File: src/rtl/fft_pkg.sv
// Shared constants, types and helpers for the 16-point FFT output reorder path.
package fft_pkg;

  localparam int NBITS = 16;
  localparam int LOG2N = 4;
  localparam int N     = 1 << LOG2N;

  typedef logic [LOG2N-1:0]   idx_t;
  typedef logic [2*NBITS-1:0] word_t;

  localparam idx_t LAST_IDX = idx_t'(N - 1);

  typedef enum logic {IDLE, DRAIN} rd_state_e;

  function automatic idx_t bitrev(input idx_t a);
    idx_t r;
    for (int i = 0; i < LOG2N; i++) r[i] = a[LOG2N-1-i];
    return r;
  endfunction

endpackage

File: src/rtl/fft_out_reorder_if.sv
// Stream handshake bundle around the reorder buffer: bit-reversed input side
// from the FFT core and natural-order output side with end-of-frame marker.
interface fft_out_reorder_if;
  import fft_pkg::*;

  logic             in_push;
  logic [NBITS-1:0] in_real;
  logic [NBITS-1:0] in_imag;
  logic             in_stall;
  logic             out_push_F;
  logic [NBITS-1:0] out_real_F;
  logic [NBITS-1:0] out_imag_F;
  logic             out_last_F;
  logic             out_stall;

  modport master (
    output in_push, in_real, in_imag, out_stall,
    input  in_stall, out_push_F, out_real_F, out_imag_F, out_last_F
  );

  modport slave (
    input  in_push, in_real, in_imag, out_stall,
    output in_stall, out_push_F, out_real_F, out_imag_F, out_last_F
  );

endinterface

File: src/rtl/fft_reorder_bank.sv
// Two-bank ping-pong sample store: one synchronous write port, one
// asynchronous read port.
module fft_reorder_bank
  import fft_pkg::*;
(
  input  logic  clk,
  input  logic  we,
  input  logic  wr_bank,
  input  idx_t  wr_addr,
  input  word_t wr_data,
  input  logic  rd_bank,
  input  idx_t  rd_addr,
  output word_t rd_data
);

  word_t mem [2][N];

  // NOTE: no reset on the array; the read side only reaches a bank after all
  // N words of it have been written, so stale contents are never observed.
  // NOTE: non-blocking assignment keeps the write ordered after every read of
  // the same edge.
  always_ff @(posedge clk) begin
    if (we) mem[wr_bank][wr_addr] <= wr_data;
  end

  assign rd_data = mem[rd_bank][rd_addr];

endmodule

File: src/rtl/fft_out_reorder.sv
// Reorders bit-reversed FFT results into natural order through a ping-pong
// buffer; write and read counters, full flags and the drain FSM live here.
module fft_out_reorder
  import fft_pkg::*;
(
  input logic               clk,
  input logic               reset,
  fft_out_reorder_if.slave  bus
);

  rd_state_e        state, state_next;
  logic [1:0]       full, full_set, full_clr;
  logic             wr_bank, rd_bank;
  idx_t             wr_cnt, rd_cnt;
  idx_t             wr_addr;
  logic             accept, load;
  word_t            rd_data;
  logic             out_push_q, out_last_q;
  logic [NBITS-1:0] out_real_q, out_imag_q;

  // Stall depends on registered flags only, so there is no in_push -> in_stall path.
  assign bus.in_stall = full[wr_bank];
  assign accept       = bus.in_push && !full[wr_bank];
  assign wr_addr      = bitrev(wr_cnt);

  fft_reorder_bank u_bank (
    .clk     (clk),
    .we      (accept),
    .wr_bank (wr_bank),
    .wr_addr (wr_addr),
    .wr_data ({bus.in_real, bus.in_imag}),
    .rd_bank (rd_bank),
    .rd_addr (rd_cnt),
    .rd_data (rd_data)
  );

  // NOTE: every output of this block gets a default first, so no path can
  // leave one unassigned and infer a latch.
  always_comb begin
    state_next = state;
    load       = 1'b0;
    full_set   = '0;
    full_clr   = '0;
    if (accept && wr_cnt == LAST_IDX) full_set[wr_bank] = 1'b1;
    case (state)
      IDLE: if (full[rd_bank]) state_next = DRAIN;
      DRAIN: begin
        load = !out_push_q || !bus.out_stall;
        if (load && rd_cnt == LAST_IDX) begin
          full_clr[rd_bank] = 1'b1;
          state_next        = full[~rd_bank] ? DRAIN : IDLE;
        end
      end
      default: state_next = IDLE;
    endcase
  end

  always_ff @(posedge clk) begin
    if (reset) begin
      state      <= IDLE;
      full       <= '0;
      wr_bank    <= 1'b0;
      rd_bank    <= 1'b0;
      wr_cnt     <= '0;
      rd_cnt     <= '0;
      out_push_q <= 1'b0;
      out_last_q <= 1'b0;
      out_real_q <= '0;
      out_imag_q <= '0;
    end else begin
      state <= state_next;
      // Set and clear always target different banks, so both can land together.
      full  <= (full | full_set) & ~full_clr;
      if (accept) begin
        wr_cnt <= wr_cnt + 1'b1;
        if (wr_cnt == LAST_IDX) wr_bank <= ~wr_bank;
      end
      if (load) begin
        {out_real_q, out_imag_q} <= rd_data;
        out_push_q               <= 1'b1;
        out_last_q               <= (rd_cnt == LAST_IDX);
        rd_cnt                   <= rd_cnt + 1'b1;
        if (rd_cnt == LAST_IDX) rd_bank <= ~rd_bank;
      end else if (!bus.out_stall) begin
        out_push_q <= 1'b0;
        out_last_q <= 1'b0;
      end
    end
  end

  assign bus.out_push_F = out_push_q;
  assign bus.out_last_F = out_last_q;
  assign bus.out_real_F = out_real_q;
  assign bus.out_imag_F = out_imag_q;

endmodule

File: src/flat_wrapper.sv
// flat-port wrapper written by rule: the top's interface ports become plain ports
module fft_out_reorder_flat import fft_pkg::*;
  (clk, reset, bus_in_push, bus_in_real, bus_in_imag, bus_out_stall, bus_in_stall, bus_out_push_F, bus_out_real_F, bus_out_imag_F, bus_out_last_F);
  fft_out_reorder_if bus_i ();
  input logic clk;
  input logic reset;
  input wire logic [$bits(bus_i.in_push)-1:0] bus_in_push;
  input wire logic [$bits(bus_i.in_real)-1:0] bus_in_real;
  input wire logic [$bits(bus_i.in_imag)-1:0] bus_in_imag;
  input wire logic [$bits(bus_i.out_stall)-1:0] bus_out_stall;
  output wire logic [$bits(bus_i.in_stall)-1:0] bus_in_stall;
  output wire logic [$bits(bus_i.out_push_F)-1:0] bus_out_push_F;
  output wire logic [$bits(bus_i.out_real_F)-1:0] bus_out_real_F;
  output wire logic [$bits(bus_i.out_imag_F)-1:0] bus_out_imag_F;
  output wire logic [$bits(bus_i.out_last_F)-1:0] bus_out_last_F;
  assign bus_i.in_push = bus_in_push;
  assign bus_i.in_real = bus_in_real;
  assign bus_i.in_imag = bus_in_imag;
  assign bus_i.out_stall = bus_out_stall;
  assign bus_in_stall = bus_i.in_stall;
  assign bus_out_push_F = bus_i.out_push_F;
  assign bus_out_real_F = bus_i.out_real_F;
  assign bus_out_imag_F = bus_i.out_imag_F;
  assign bus_out_last_F = bus_i.out_last_F;
  fft_out_reorder u_core (.clk(clk), .reset(reset), .bus(bus_i));
endmodule
File: config.mk
export PLATFORM = sky130hd
export DESIGN_NAME = fft_out_reorder_flat
export DESIGN_NICKNAME = d
export VERILOG_FILES = /design/src/rtl/fft_pkg.sv /design/src/rtl/fft_out_reorder_if.sv /design/src/rtl/fft_reorder_bank.sv /design/src/rtl/fft_out_reorder.sv /design/src/flat_wrapper.sv
export SDC_FILE = /design/constraint.sdc
export NUM_CORES = 1
export LEC_CHECK = 0
export BUFFER_PORTS_ARGS = -buffer_cell sky130_fd_sc_hd__buf_2
export CAP_MARGIN = 20
export CORE_AREA = 5 5 324 326
export CTS_CLUSTER_SIZE = 40
export DETAILED_ROUTE_END_ITERATION = 16
export DIE_AREA = 0 0 329 331
export HOLD_SLACK_MARGIN = 0.06
export PLACE_DENSITY = 0.65
export RECOVER_POWER = 25
export SYNTH_ARGS = -nofsm -noshare
export SYNTH_HDL_FRONTEND = slang
export SYNTH_SLANG_ARGS = --single-unit
export TNS_END_PERCENT = 20
File: constraint.sdc
create_clock -name clk -period 4.14 [get_ports clk]
set_clock_uncertainty 0.05 [all_clocks]
set_input_delay 0.207 -clock clk [delete_from_list [all_inputs] [get_ports clk]]
set_output_delay 0.207 -clock clk [all_outputs]
set_load 0.05 [all_outputs]
==> results by group <==
Outcome
  • Status: complete, but fails checks
  • Failing checks: max-capacitance violations, max-slew violations

Layout
  • Synth-to-layout area growth: 13.9%
  • Diodes inserted: 0
  • Layout cells sized above 1: 0.127
  • Final instance area: roughly 47000 um^2
  • Nets: approximately 2500

Clocking
  • TritonCTS clock tree: yes
  • TritonCTS Sinks: ~1100
  • Post-CTS Resized: 0
  • Setup bufs post-CTS: 0
  • Clk_lat worst skew: 0.68 ns
  • Worst-path clk slew: 0.06 ns
  • TritonCTS Buffers: 104
  • Clock tree buffer depth: 3
  • Max H-tree Level: 3
  • CTS Root Cell: clkbuf_16

Setup path
  • Arrival time at the worst endpoint: 3.53 ns
  • CP endpoint kind: register
  • Largest fanout on the critical path: 25
  • Worst Reg2Reg Path Length in Cells: 5
  • Critical Path Start Type: register
  • Critical Path RT: 4.46 ns
  • CP Class: register to register

Power and ir drop
  • Peak VDD IR: 321 uV
  • Pwr Density: 457 nW/um^2
  • Leak pwr: 13.9 nW

Global route
  • Maximum number of pins on one net before global-route repair: 105
  • Initial antenna violation count: 3
  • GRT Util Overall: 0.181
  • First-pass GRT wire length: 146 mm
  • Vias in the first global route: 21932
  • Total grt overflow: 0

STA
  • Hold Vio Cnt, Final: 0
  • Final cycle utilization of the critical path: 0.775
  • TNS Setup: 0 ns
  • Tmin final: 3.21 ns
  • Rel. slew slack: -0.234
  • Hold WS: 0.119 ns
  • Final setup fails: 0
  • Slew Limit Fails: 429
  • Max Fclk: 312 MHz
  • RSZ-0062 raised after global routing: no
  • Worst slew pin tran: between 1.5 and 2 ns

Logic synthesis
  • Top cells by count, synth: 1024 x edfxtp_1, 502 x mux2i_1, 250 x a22oi_1
  • Syn Area/Cell: between 15 and 20 um^2
  • Register area share after synthesis: 0.765
  • Most frequent cell after synthesis: edfxtp_1
  • Ranking of synthesized cells by area: edfxtp_1 74%, mux2i_1 12%, a22oi_1 4.5%
  • Mapped cell area: between 40000 and 50000 um^2
  • EDFF count, synth: 1024
  • Synth cell types: 40
  • Asr flop ratio synth: 0
  • Share of the synthesized area in the top cell type: 0.742
  • Primary FF master, synth: edfxtp_1
  • Syn Nets: around 2400
  • Register bit total from synthesis: 1072
  • Synth warnings: 0
  • Cell count after synthesis: 2309
  • Yosys top cell by area: edfxtp_1

Detailed routing
  • Routed Antenna Nets: 0
  • Average wire per standard cell: roughly 26 um
  • Iteration-0 DRC count of the detailed router: 2281
  • DR pass1 iterations: 6
  • Post-Route WL: 99.9 mm
  • Routed vias: roughly 22000
  • DR vias/cell: 5.54
  • Residual DRC: 0

Placement
  • Post-Place Cell Area: 43600 um^2
  • GPL Wtd Cong: 0.823
  • PortBufs: 70
  • Hpwl dp: 60.1 mm

Floorplanning
  • Die width: 329 um
  • Cell Rows: around 120
  • Die H: 331 um
  • Core ar.: between 100000 and 150000 um^2
  • IO Count: 71
  • Die Area: around 110000 um^2
  • Initial Utilization: 0.409

Run
  • Max-cap violations: 13

Min path
  • Hold path cells: 4
  • HP Class: primary input to register
==> critical path, cell delays in order (launching register included) <==
cell	delay (ns)
dfxtp_1	0.50
mux2i_1	0.31
and2_1	0.36
nand2_1	0.49
nor2_4	0.88
buf_4	0.28
==> metrics by stage <==
step / cells / setup WS [ns] / total power, mW / utilization
after floorplan: 2309 / 0.926 / 12.3 / -
after global placement: 3674 / 1.06 / 12.5 / 0.430
after detailed placement: 3674 / 0.969 / 12.6 / 0.430
after CTS: 3889 / 0.936 / 21.7 / 0.465
after global routing: 3890 / 0.749 / 22.2 / 0.465
final: 3890 / 0.931 / 21.6 / 0.465
==> cell families after synthesis <==
kind of cell               after synthesis  share of synthesized area
AOI/OAI and AO/OA                      453                     0.0707
DFF                                   1072                      0.765
buffers and inverters                  150                     0.0224
adders and majority gates                5                    0.00151
muxes                                  510                      0.124
xor gates and xnor gates                 7                    0.00148
and+or+nand+nor                        112                     0.0144
==> flip-flops by register name, indices dropped and copies added, names as in the netlist, named ones only <==
signal	count
u_core.u_bank.mem	1024
u_core.bus.out_imag_F	16
u_core.bus.out_real_F	16
u_core.rd_cnt	4
u_core.wr_cnt	4
u_core.full	2
u_core.bus.out_last_F	1
u_core.bus.out_push_F	1
u_core.rd_bank	1
u_core.state	1
u_core.wr_bank	1
==> path summary, 6_finish.rpt <==
check,endpoint,slack [ns],startpoint
max,u_core.u_bank.mem[1][508],0.93,u_core.wr_bank
min,u_core.wr_cnt[0],0.12,bus_in_push
max reg2reg,u_core.u_bank.mem[1][508],0.93,u_core.wr_bank
min reg2reg,u_core.bus.out_last_F,0.45,u_core.bus.out_last_F
==> per-layer routing <==
layer	global-route usage	vias up	routed length [um]
met5	0	-	13
met3	0.0273	153	5520
met1	0.236	11116	40900
li1	-	9566	-
met2	0.316	715	50700
met4	0.0542	2	2790
==> placed cells by master (no fill, tap or decap), drive strengths merged, types with 5 or more instances in the layout <==
master / count
o21ai: 32
mux2i: 502
a21oi: 161
buf: 122
dlygate4sd3: 27
nand2: 14
ha: 5
clkinv: 40
edfxtp: 1024
bufinv: 9
clkbuf: 159
or4: 31
dfxtp: 48
a22oi: 250
nor2: 45
inv: 6
==> area by class of cell <==
cell class                 count  area (um^2)
fill                        8458        54300
sequential                  1072        31700
multi-input combinational   1087         9090
clock buffer                 138         2800
tap                         1368         1710
timing repair buffer         170         1340
clock inverter                50          517
inverter                       5         18.8
==> where the power goes <==
group          internal [mW]  switching [mW]
logic                 0.0957           0.298
clock network           5.31            3.89
registers               11.9          0.0154
==> what timing repair did <==
action                                  4_1_cts  5_1_grt
hold buffers                                 27        0
endpoints found under the setup margin        0        0
hold endpoints to repair                    630        0
(Power assumes the default switching activity.)
